--- src/rtl/equiv_pkg.sv ---
// Shared types and helpers for the lockstep equivalence monitor.
package equiv_pkg;

  typedef enum logic [1:0] {
    ST_WARMUP = 2'd0,
    ST_CHECK  = 2'd1,
    ST_FAILED = 2'd2
  } state_t;

  // Width of a channel index; a single channel still needs one bit.
  function automatic int chan_idx_w(input int n);
    return (n > 1) ? $clog2(n) : 1;
  endfunction

  function automatic int max2(input int a, input int b);
    return (a > b) ? a : b;
  endfunction

endpackage

--- src/rtl/equiv_delay_line.sv ---
// Valid-plus-data shift register of DEPTH stages with synchronous flush.
// DEPTH = 0 degenerates to a wire.
module equiv_delay_line #(
  parameter int DEPTH = 0,
  parameter int W     = 1
) (
  input  logic         clk,
  input  logic         rst,
  input  logic         flush,
  input  logic         in_valid,
  input  logic [W-1:0] in_data,
  output logic         out_valid,
  output logic [W-1:0] out_data
);

  if (DEPTH == 0) begin : g_wire
    logic unused_ctrl;
    assign unused_ctrl = ^{clk, rst, flush};
    assign out_valid   = in_valid;
    assign out_data    = in_data;
  end else begin : g_sr
    logic [DEPTH-1:0] valid_q;
    logic [W-1:0]     data_q [DEPTH];

    // Flush drops only the valids; stale data behind a 0 valid is harmless.
    always_ff @(posedge clk or posedge rst) begin
      if (rst) begin
        valid_q <= '0;
        for (int i = 0; i < DEPTH; i++) data_q[i] <= '0;
      end else if (flush) begin
        valid_q <= '0;
      end else begin
        valid_q[0] <= in_valid;
        data_q[0]  <= in_data;
        for (int i = 1; i < DEPTH; i++) begin
          valid_q[i] <= valid_q[i-1];
          data_q[i]  <= data_q[i-1];
        end
      end
    end

    assign out_valid = valid_q[DEPTH-1];
    assign out_data  = data_q[DEPTH-1];
  end

endmodule

--- src/rtl/equiv_monitor.sv ---
// Lockstep equivalence monitor: aligns two skewed output streams and records mismatches.
// Optional macro EQUIV_MONITOR_ASSERT_EN compiles in a hard assertion on divergence.
module equiv_monitor
  import equiv_pkg::*;
#(
  parameter int WIDTH    = 91,
  parameter int CHANNELS = 2,
  parameter int DELAY_A  = 0,
  parameter int DELAY_B  = 0,
  parameter int WARMUP   = 4,
  parameter int CNT_W    = 16
) (
  input  logic                              clk,
  input  logic                              rst,
  input  logic                              clear,
  input  logic                              in_valid,
  input  logic [CHANNELS-1:0]               chan_mask,
  input  logic [CHANNELS*WIDTH-1:0]         a_data,
  input  logic [CHANNELS*WIDTH-1:0]         b_data,
  output logic                              mismatch_pulse,
  output logic                              fail,
  output logic [CNT_W-1:0]                  mismatch_count,
  output logic [chan_idx_w(CHANNELS)-1:0]   first_chan,
  output logic [WIDTH-1:0]                  first_a,
  output logic [WIDTH-1:0]                  first_b,
  output logic [CNT_W-1:0]                  first_cycle,
  output logic [1:0]                        state
);

  localparam int CHW = chan_idx_w(CHANNELS);
  localparam int AW  = CHANNELS + CHANNELS * WIDTH;

  logic                      va, vb, aligned, any_mm, eligible, hit;
  logic [AW-1:0]             a_pack;
  logic [CHANNELS-1:0]       mask_d;
  logic [CHANNELS*WIDTH-1:0] a_d, b_d;
  logic [CHW-1:0]            mm_chan;
  logic [WIDTH-1:0]          mm_a, mm_b;

  equiv_delay_line #(.DEPTH(DELAY_A), .W(AW)) u_dly_a (
    .clk(clk), .rst(rst), .flush(clear), .in_valid(in_valid),
    .in_data({chan_mask, a_data}), .out_valid(va), .out_data(a_pack)
  );

  equiv_delay_line #(.DEPTH(DELAY_B), .W(CHANNELS*WIDTH)) u_dly_b (
    .clk(clk), .rst(rst), .flush(clear), .in_valid(in_valid),
    .in_data(b_data), .out_valid(vb), .out_data(b_d)
  );

  assign mask_d  = a_pack[AW-1 -: CHANNELS];
  assign a_d     = a_pack[CHANNELS*WIDTH-1:0];
  assign aligned = va && vb;

  // Scan high to low so the lowest mismatching channel wins.
  always_comb begin
    any_mm  = 1'b0;
    mm_chan = '0;
    mm_a    = '0;
    mm_b    = '0;
    for (int i = CHANNELS - 1; i >= 0; i--) begin
      if (mask_d[i] && (a_d[i*WIDTH +: WIDTH] != b_d[i*WIDTH +: WIDTH])) begin
        any_mm  = 1'b1;
        mm_chan = CHW'(i);
        mm_a    = a_d[i*WIDTH +: WIDTH];
        mm_b    = b_d[i*WIDTH +: WIDTH];
      end
    end
  end

  state_t           state_q, state_d;
  logic [7:0]       wcnt_q, wcnt_d;
  logic             fail_q, fail_d, pulse_q, pulse_d;
  logic [CNT_W-1:0] count_q, count_d, cyc_q, cyc_d, fcyc_q, fcyc_d;
  logic [CHW-1:0]   fchan_q, fchan_d;
  logic [WIDTH-1:0] fa_q, fa_d, fb_q, fb_d;

  // A WARMUP of 0 leaves wcnt at 0, so even the very first sample is compared.
  assign eligible = (state_q != ST_WARMUP) || (wcnt_q == '0);
  assign hit      = aligned && any_mm && eligible;

  always_comb begin
    state_d = state_q;
    wcnt_d  = wcnt_q;
    fail_d  = fail_q;
    pulse_d = 1'b0;
    count_d = count_q;
    fchan_d = fchan_q;
    fa_d    = fa_q;
    fb_d    = fb_q;
    fcyc_d  = fcyc_q;
    cyc_d   = (cyc_q == '1) ? cyc_q : cyc_q + 1'b1;
    if (clear) begin
      state_d = ST_WARMUP;
      wcnt_d  = 8'(WARMUP);
      fail_d  = 1'b0;
      count_d = '0;
      fchan_d = '0;
      fa_d    = '0;
      fb_d    = '0;
      fcyc_d  = '0;
      cyc_d   = '0;
    end else begin
      if (state_q == ST_WARMUP) begin
        if (wcnt_q == '0) begin
          state_d = ST_CHECK;
        end else if (aligned) begin
          wcnt_d = wcnt_q - 1'b1;
          if (wcnt_q == 8'd1) state_d = ST_CHECK;
        end
      end
      if (hit) begin
        pulse_d = 1'b1;
        fail_d  = 1'b1;
        if (count_q != '1) count_d = count_q + 1'b1;
        if (!fail_q) begin
          state_d = ST_FAILED;
          fchan_d = mm_chan;
          fa_d    = mm_a;
          fb_d    = mm_b;
          fcyc_d  = cyc_q;
        end
      end
    end
  end

  always_ff @(posedge clk or posedge rst) begin
    if (rst) begin
      state_q <= ST_WARMUP;
      wcnt_q  <= 8'(WARMUP);
      fail_q  <= 1'b0;
      pulse_q <= 1'b0;
      count_q <= '0;
      fchan_q <= '0;
      fa_q    <= '0;
      fb_q    <= '0;
      fcyc_q  <= '0;
      cyc_q   <= '0;
    end else begin
      state_q <= state_d;
      wcnt_q  <= wcnt_d;
      fail_q  <= fail_d;
      pulse_q <= pulse_d;
      count_q <= count_d;
      fchan_q <= fchan_d;
      fa_q    <= fa_d;
      fb_q    <= fb_d;
      fcyc_q  <= fcyc_d;
      cyc_q   <= cyc_d;
`ifdef EQUIV_MONITOR_ASSERT_EN
      if (!clear && state_q != ST_WARMUP) assert (!(aligned && any_mm));
`endif
    end
  end

  assign mismatch_pulse = pulse_q;
  assign fail           = fail_q;
  assign mismatch_count = count_q;
  assign first_chan     = fchan_q;
  assign first_a        = fa_q;
  assign first_b        = fb_q;
  assign first_cycle    = fcyc_q;
  assign state          = state_q;

endmodule

--- config.mk ---
export PLATFORM = sky130hd
export DESIGN_NAME = equiv_monitor
export DESIGN_NICKNAME = d
export VERILOG_FILES = /design/src/rtl/equiv_pkg.sv /design/src/rtl/equiv_delay_line.sv /design/src/rtl/equiv_monitor.sv
export SDC_FILE = /design/constraint.sdc
export NUM_CORES = 1
export LEC_CHECK = 0
export ABC_CLOCK_PERIOD_IN_PS = 12450
export BUFFER_PORTS_ARGS = -buffer_cell sky130_fd_sc_hd__buf_4
export CORE_AREA = 2 2 227 229
export CTS_BUF_LIST = sky130_fd_sc_hd__clkbuf_8
export DETAILED_ROUTE_END_ITERATION = 10
export DIE_AREA = 0 0 229 231
export MAX_ROUTING_LAYER = met4
export PLACE_DENSITY_LB_ADDON = 0.25
export SLEW_MARGIN = 20
export SYNTH_ARGS = -nofsm -noshare
export SYNTH_HDL_FRONTEND = slang
export SYNTH_SLANG_ARGS = --single-unit
--- constraint.sdc ---
create_clock -name clk -period 12.45 [get_ports clk]
set_input_delay 1.8675 -clock clk [delete_from_list [all_inputs] [get_ports clk]]
set_output_delay 1.8675 -clock clk [all_outputs]
set_load 0.03 [all_outputs]
# Word-level counts from Yosys, hierarchy flattened
# Index checks and enable logic that the tools add are counted.
[word_totals]
ff_bits = 243
latchBits = 0
mem_bits_rw = 0
rom_bits = 0
inputBits = 370
output_inout_bits = 219
elab_cells = 75
mem_count = 0
[classes]
n_addsub = 3
multipliers = 0
div = 0
magnitude_cmp = 0
eq_ne = 8
n_shift = 0
muxes = 39
bitwise_logic = 0
reduce_logical = 15
[ops]
columns = ["operator", "count"]
rows = [
  ["two-way mux 91 bit", 10],
  ["!= test 91 bit", 2],
  ["two-way mux 16 bit", 8],
  ["adder 16 x 1 -> 16 bit (second input constant)", 2],
  ["two-way mux 8 bit", 4],
  ["equality test 16 bit (second input constant)", 1],
  ["!= test 16 bit (second input constant)", 1],
  ["two-way mux 2 bit", 7],
  ["two-way mux 1 bit", 10],
  ["nonzero test 2 bit", 5],
  ["equality test 8 x 1 -> 1 bit (second input constant)", 1],
  ["zero test 8 bit", 1],
  ["subtractor 8 x 1 -> 8 bit (second input constant)", 1],
  ["!= test 2 bit (second input constant)", 3],
  ["logical AND 1 bit", 4],
  ["AND reduction 2 bit", 2],
  ["AND reduction 3 bit", 1],
  ["zero test 2 bit", 1],
  ["logical OR 1 bit", 1],
]

# Logic depth before layout (Yosys ltp)
# Gate-level depths: netlist (run 1).
[logic_depth]
depth_word = 8
ltp_mapped = 11
ltp_nobuf = 9

# Modules after synthesis
# From an unflattened synthesis (run 1), not the netlist that was laid out.
[hier_totals]
cells_unflattened = 1587
area_unflattened_um2 = 17031.3
[by_module_without_submodules]
columns = ["module", "instances", "cells_each", "area_each_um2", "seq_area_each_um2"]
rows = [
  ["equiv_monitor", 1, 1219, 14268.7, 6082.1],
  ["equiv_delay_line at u_dly_a", 1, 185, 1388.8, 0.0],
  ["equiv_delay_line at u_dly_b", 1, 183, 1373.8, 0.0],
]

# Worst setup path before layout (run 1)
# OpenSTA, ideal clock, no wires.
[synth_path]
kind = "input to register"
from = "input port b_data[86]"
to = "register fb_q[50], in the netlist first_b[50]"
setup_time_ns = 0.127
arrival_ns = 3.776
t_required_ns = 12.323
slack_ns = 8.547
stages = 10
path_buffers = 3
path_cell_list = "xnor2_1 nand4_1 nor4_1 nand4_1 clkbuf_1 clkbuf_1 clkbuf_1 o211ai_1 o41ai_1 mux2_1"
[synth_via]
elab_chain_cells = 7
elab_cells_between_ends = 11
cone_classes = "eq/ne (1); mux (5); reduce/logical (5)"
[synth_lines]
columns = ["item", "line_no", "rtl"]
rows = [
  ["from (decl)", "equiv_monitor.sv:19", "input logic [CHANNELS*WIDTH-1:0] b_data,"],
  ["!= test 91 bit *", "equiv_monitor.sv:61", "if (mask_d[i] && (a_d[i*WIDTH +: WIDTH] != b_d[i*WIDTH +: WIDTH])) begin"],
  ["logical AND 1 bit *", "equiv_monitor.sv:61", ""],
  ["two-way mux 1 bit", "equiv_monitor.sv:61", ""],
  ["logical AND 1 bit (2 in a row)", "equiv_monitor.sv:79", "assign hit = aligned && any_mm && eligible;"],
  ["nonzero test 2 bit (no source line)", "--", ""],
  ["AND reduction 2 bit (no source line)", "--", ""],
  ["to (signal assigned)", "equiv_monitor.sv:135", "fb_q <= '0;"],
  ["to (signal assigned)", "equiv_monitor.sv:146", "fb_q <= fb_d;"],
  ["to (decl)", "equiv_monitor.sv:75", "logic [WIDTH-1:0] fa_q, fa_d, fb_q, fb_d;"],
]
# Every way passes the cells marked *; elsewhere a longest branch is shown, timed or not. The select of a mux whose other input is x is not followed.
# A chain may end at the register's enable or synchronous reset.

# Final worst setup path (run 1)
[layout_path]
from = "input port b_data[50]"
to = "register fb_q[14], in the netlist first_b[14]"
# The elaborated chain is that of the path after synthesis.

==> results of run 1 <==
## cells in the mapped netlist, types with 2 or more instances
master / count
dfrtp_1: 242
inv_1: 194
xnor2_1: 167
clkbuf_1: 135
o211ai_1: 135
mux2_1: 122
o41ai_1: 118
nand3_1: 93
a221oi_1: 65
a22oi_1: 64
nand4_1: 55
nor2_1: 45
xor2_1: 32
a21oi_1: 30
nor4_1: 16
nand2_1: 14
nor2b_1: 13
buf_8: 11
buf_2: 10
and3_1: 8
mux2_2: 8
nor3_1: 8
a211oi_1: 7
ha_1: 5
o2111ai_1: 5
buf_1: 4
o21ai_1: 4
mux2i_1: 3
and2_1: 2
and4_1: 2
buf_6: 2
o2111ai_4: 2
o21a_1: 2
or3_1: 2
## cell type report
cell class / count / area share [%]
timing repair buffer: 609 / 21.4
sequential: 243 / 28.2
clock buffer: 65 / 4.15
clock inverter: 20 / 0.615
tap: 680 / 3.95
multi-input combinational: 1035 / 38.1
antenna: 13 / 0.151
inverter: 194 / 3.41
## report_power, final
part           leakage [nW]  internal [mW]  switching [mW]  total, mW
combinational          6.26          0.519           0.932       1.45
clock                 0.585          0.502           0.402      0.904
sequential             3.28          0.954           0.115       1.07
total                  10.1           1.97            1.45       3.42
## worst max-delay path by stage
stage,slack (ns),end,cells past startpoint,from
after CTS,4.69,first_b[14],10,b_data[39]
after floorplan,3.91,cyc_q[0],1,rst
after global placement,4.02,first_b[18],10,b_data[39]
after global routing,4.62,first_b[19],10,b_data[50]
final,4.59,first_b[14],10,b_data[50]
after detailed placement,4.01,first_b[14],10,b_data[39]
## metal layers
layer / global-route usage (%) / part of all wire [%] / wire [um] / vias to the layer above
met2: 50.8 / 45 / 40100 / 1017
met4: 13.1 / 4.4 / 3910 / 0
met5: - / 0 / 0 / -
met3: 7.03 / 8.4 / 7440 / 175
met1: 42.6 / 42 / 36800 / 8313
li1: - / - / - / 7065
## cells by family after synthesis
group,count (synthesis)
mux,133
simple gates,261
xor+xnor,199
fa+ha+maj,5
compound gates,437
buf+inv,357
flops,243
## flip-flops by register name, indices dropped and copies added, names as in the netlist
register,count
first_chan,1
fail,1
first_b,91
mismatch_pulse,1
first_a,91
mismatch_count,16
cyc_q,16
state,2
wcnt_q,8
first_cycle,16
## critical path, cell delays in order
cell       delay [ns]
buf_4            0.13
xnor2_1          0.66
nand4_1          0.21
nor4_1           0.86
nand4_1          0.89
buf_4            0.63
o2111ai_4        0.77
nand3_4          0.95
buf_4            0.75
mux2_1           0.47
## per-stage QoR
step / instance area, um^2 / hold WS [ns] / std cells / worst slack, ns
6_report: 21600 / 0.487 / 2859 / 4.59
5_1_grt: 21600 / 0.507 / 2859 / 4.62
4_1_cts: 21500 / 0.491 / 2845 / 4.69
3_5_place_dp: 20500 / 0.476 / 2760 / 4.01
3_3_place_gp: 20500 / 0.471 / 2760 / 4.02
2_1_floorplan: 15700 / 0.484 / 1635 / 3.91
==> flow_summary.toml, run 1 <==
[global_routing]
grt-ovfl-total = 0
grt_first_pass_wirelength_um = 123000
grt_max_degree = 141
gr-usage-all-layers_pct = 33.1
antenna_found_initial = 14
grt_pass1_vias = 16434

[sta]
rsz0062_at_grt = "no"
finalSetupViolCount = 0
post-route-min-period_ns = 7.86
max_freq_mhz = 127
min_period_over_period_pct = 63.1
worst_pin_slew_ns = 1.15
clock-skew-final_ns = 0.0379
tns_ns = 0
slew_headroom_pct = 23.0
hold_violations = 0
slew_violations = 0

[final_layout]
fin_nets = 2507
ff_latch_area_um2 = 6080
final_core_util_pct = 42.5
area_delta_synth_final_pct = 37.1
layout_common_cells = "buf_4 (606), dfrtp_1 (242), inv_1 (209)"
final_common_cell = "buf_4"
multi_input_area_um2 = 8220
n_fill_cell = 5183
drive_above_1_share_pct = 32.4

[synth]
yosysUniqueCellTypes = 44
synth_top_family_by_area = "compound AO/OA/AOI/OAI gates"
synth_top_area_share_pct = 38.5
synthAdderAreaFrac_pct = 0.398
synth_compound_area_share_pct = 22.1
ys_seq_area_share_pct = 38.7
async_reset_ff_share_pct = 100
synth.mux.area_fraction_pct = 9.50
syn_avg_cell_area_um2 = 9.62
ys_warn_count = 0
synth.cell_area_um2 = 15700
synthXorXnorAreaFrac_pct = 11.1
synthFlopType = "dfrtp_1"
synth_edf_count = 0
synthSimpleGateAreaFrac_pct = 8.73
yosys.area.top_type = "dfrtp_1"
synth_cells = 1635
syn_nets = 2010
synth_seq_cells = 243
synth.area.top_cells = "dfrtp_1 (39%), xnor2_1 (9.3%), mux2_1 (8.7%), o41ai_1 (6.6%), o211ai_1 (6.4%)"

[outcome]
run_status = "finished clean"

[die]
initial_core_util_pct = 31.0
dieArea_um2 = 52900
num_rows = 83
die_h_um = 231
coreArea_um2 = 50700
die_w_um = 229
io_pins = 589

[critical_path]
path_max_fanout = 63
ff2ff_setup_slack_ns = 7.24
worstRegToRegCells = 7
crit_type = "in -> reg"
r2r-end = "first_b[14]"
r2r-start = "wcnt_q[5]"
arrival_ns = 8.36
required_ns = 12.95
end_kind = "flip-flop"
crit_path_start_kind = "input port"

[place]
gp_congestion = 0.992
place_hpwl_um = 64900
numPortBuffers = 588

[routing]
vias = 16570
wl_um = 88200
drt-initial-drc-count = 1611
ant_nets = 0
drtPass1Iterations = 5
viasPerCell = 5.80
routedWlPerCell_um = 30.9
drc = 0

[clocking]
tritoncts = "yes"
holdBufCountCts = 0
h-tree-depth = 2
cts_buffer_depth = 3
clk-insertion-delay-late_ns = 0.66
clock_sinks = 243
cts_resized = 0
numCtsBuffers = 49
clkSlewWorstSetupHoldPaths_ns = 0.06
root_buffer = "clkbuf_8"
post-cts-setup-buffer-count = 0

[worst_hold_path]
min_from = "first_a[66]"
hold_path_depth = 1
whs_endpoint = "first_a[66]"
hold_class = "reg -> reg"

[power]
vdd_drop_max_mv = 0.0739
p_leak_nw = 10.1
power.total_mw = 3.42
power.density_nw_per_um2 = 159

[run]
maxCapViolations = 0
No activity file was read; power rests on OpenSTA's default activity.
==> run 2, diff against run 1 <==
--- a/config.mk
+++ b/config.mk
@@ -5,12 +5,13 @@
 export SDC_FILE = /design/constraint.sdc
 export NUM_CORES = 1
 export LEC_CHECK = 0
-export ABC_CLOCK_PERIOD_IN_PS = 12450
+export ABC_AREA = 1
+export ABC_CLOCK_PERIOD_IN_PS = 7500
 export BUFFER_PORTS_ARGS = -buffer_cell sky130_fd_sc_hd__buf_4
-export CORE_AREA = 2 2 227 229
+export CORE_AREA = 2 2 229 231
 export CTS_BUF_LIST = sky130_fd_sc_hd__clkbuf_8
 export DETAILED_ROUTE_END_ITERATION = 10
-export DIE_AREA = 0 0 229 231
+export DIE_AREA = 0 0 231 233
 export MAX_ROUTING_LAYER = met4
 export PLACE_DENSITY_LB_ADDON = 0.25
 export SLEW_MARGIN = 20
==> constraint.sdc (replaced) <==
create_clock -name clk -period 7.5 [get_ports clk]
set_input_delay 1.125 -clock clk [delete_from_list [all_inputs] [get_ports clk]]
set_output_delay 1.125 -clock clk [all_outputs]
set_load 0.03 [all_outputs]
==> flow_summary.toml, run 2 <==
[synth]
synth.cell_area_um2 = 17000
async_reset_ff_share_pct = 100
yosys.area.top_type = "dfrtp_1"
synth.mux.area_fraction_pct = 0
synth_top_area_share_pct = 35.6
ys_seq_area_share_pct = 35.8
post-synth-top-count-cell = "nand2_1"
synth_seq_cells = 243
yosysUniqueCellTypes = 36
syn_avg_cell_area_um2 = 6.43
synthSimpleGateAreaFrac_pct = 47.5
synth_edf_count = 0
synth.top_cells.by_count = "nand2_1 (971), nand3_1 (417), nor2_1 (267)"
synth.area.top_cells = "dfrtp_1 (36%), nand2_1 (21%), nand3_1 (12%), nand4_1 (6.8%), nor2_1 (5.9%)"
synthAdderAreaFrac_pct = 0.368
synth_compound_area_share_pct = 1.39
synthXorXnorAreaFrac_pct = 3.50
ys_warn_count = 0
synth_top_family_by_area = "simple AND/OR/NAND/NOR gates"
synth_cells = 2643
synthFlopType = "dfrtp_1"
syn_nets = 3018

[sta]
hold-worst-slack_ns = 0.490
slew_headroom_pct = 30.4
slew_violations = 0
clock-skew-final_ns = 0.0379
finalSetupViolCount = 0
min_period_over_period_pct = 60.0
rsz0062_at_grt = "no"
hold_violations = 0
tns_ns = 0
post-route-min-period_ns = 4.50
max_freq_mhz = 222
worst_pin_slew_ns = 1.04

[critical_path]
crit_top_cell = "nor2_1"
path_max_fanout = 145
cpPeakStageDelay_ns = 0.63
r2r-start = "wcnt_q[0]"
end_kind = "flip-flop"
crit_slowest_cell = "buf_4"
crit_family = "simple AND/OR/NAND/NOR gates"
crit_path_start_kind = "input port"
arrival_ns = 4.97
critPathLaunch = "b_data[34]"
crit_type = "in -> reg"
crit_chain = "buf_4 -> nor2_1 -> nor2_1 -> nor2_1 -> nand2_1 -> nor2_1 -> nand2_1 -> nor2_1 -> nand3_1 -> nand2_8 -> nand2_2 -> nand3_4 -> nand2_8 -> buf_4 -> nand2_1 -> nand2_1"
required_ns = 7.97
crit_buf_inv = 2

[global_routing]
grt_max_degree = 201
grt_pass1_vias = 17683
gr-usage-all-layers_pct = 25.6
grt-ovfl-total = 0
antenna_found_initial = 2
grt_first_pass_wirelength_um = 104000

[final_layout]
n_fill_cell = 5446
drive_above_1_share_pct = 21.6
ff_latch_area_um2 = 6080
fin_nets = 3493
design_area_um2 = 22300
area_delta_synth_final_pct = 31.3
final_common_cell = "nand2_1"
layout_common_cells = "nand2_1 (971), buf_4 (599), nand3_1 (417)"
multi_input_area_um2 = 9000

[clocking]
tritoncts = "yes"
h-tree-depth = 2
clk-insertion-delay-late_ns = 0.61
numCtsBuffers = 48
clock_sinks = 243
clkSlewWorstSetupHoldPaths_ns = 0.05
cts_buffer_depth = 3
root_buffer = "clkbuf_8"
post-cts-setup-buffer-count = 0
holdBufCountCts = 0
cts_resized = 0

[worst_hold_path]
hold_class = "reg -> reg"
min_from = "wcnt_q[3]"

[place]
numPortBuffers = 588
gp_congestion = 0.935
place_hpwl_um = 49300
place_area_um2 = 21400

[routing]
drt-initial-drc-count = 1664
wl_um = 69100
vias = 18984
ant_nets = 0
drtPass1Iterations = 7
drc = 0
viasPerCell = 4.96
routedWlPerCell_um = 18.0

[power]
power.density_nw_per_um2 = 209
vdd_drop_max_mv = 0.180
p_leak_nw = 13.0

[die]
initial_core_util_pct = 33.3
io_pins = 589
num_rows = 83
die_w_um = 231
coreArea_um2 = 51100
die_h_um = 233
dieArea_um2 = 53800

[outcome]
run_status = "finished clean"

[run]
maxCapViolations = 0
==> run 2: per-stage QoR <==
step	setup slack, ns	util [%]	instances	total power, mW
3_5_place_dp	2.27	41.9	3748	3.35
2_1_floorplan	3.19	-	2643	2.68
5_1_grt	2.65	43.7	3827	4.91
3_3_place_gp	2.32	41.9	3748	3.34
4_1_cts	2.93	43.7	3825	4.71
6_report	3.00	43.7	3827	4.67
==> run 2: final timing paths <==
kind	to	cells past startpoint	slack (ns)
setup reg to reg	first_a[89]	11	4.20
setup / recovery	first_a[89]	16	3.00
hold reg to reg	wcnt_q[3]	1	0.49
hold / removal	wcnt_q[3]	1	0.49
min in group asynchronous	first_b[80]	3	0.67
max in group asynchronous	first_a[30]	4	5.44
==> run 2: layout make-up <==
class / instances / share of cell area [%]
Inverter: 239 / 4.12
Timing Repair Buffer: 602 / 20.4
Multi-Input combinational cell: 1984 / 40.3
Clock buffer: 58 / 3.58
Clock inverter: 19 / 0.460
Antenna cell: 2 / 0.0224
Sequential cell: 243 / 27.3
Tap cell: 680 / 3.81
==> run 2: worst register-to-register path: stages, from the launching register on <==
cell	delay, ns
dfrtp_1	0.39
inv_1	0.14
ha_1	0.17
nand2_1	0.05
nor2_1	0.14
nor2_1	0.09
nor2_1	0.29
nand3_4	0.16
nand2_8	0.71
buf_4	0.84
nand2_1	0.15
nand2_1	0.08
==> run 2: cell families (layout without fill, tap and decap cells) <==
| kind of cell | Yosys count | in the layout |
|---|---|---|
| xor+xnor | 68 | 68 |
| simple gates | 1869 | 1869 |
| compound gates | 42 | 42 |
| buf+inv | 416 | 918 |
| fa+ha+maj | 5 | 5 |
| flops | 243 | 243 |
| other cells | 0 | 2 |
==> run 2: report_power, final <==
group          internal (mW)  switching [mW]  leakage [nW]
clock network          0.722           0.615         0.521
logic                  0.566            1.14          9.21
registers               1.49           0.125          3.25
==> run 2: metal layers <==
layer  vias up  share of wire (%)  global-route usage [%]
li1       9403                  -                       -
met1      8723                 44                    33.7
met2       738                 47                    40.0
met3       120                7.1                    4.60
met4         0                2.8                    8.10
met5         -                  0                       -
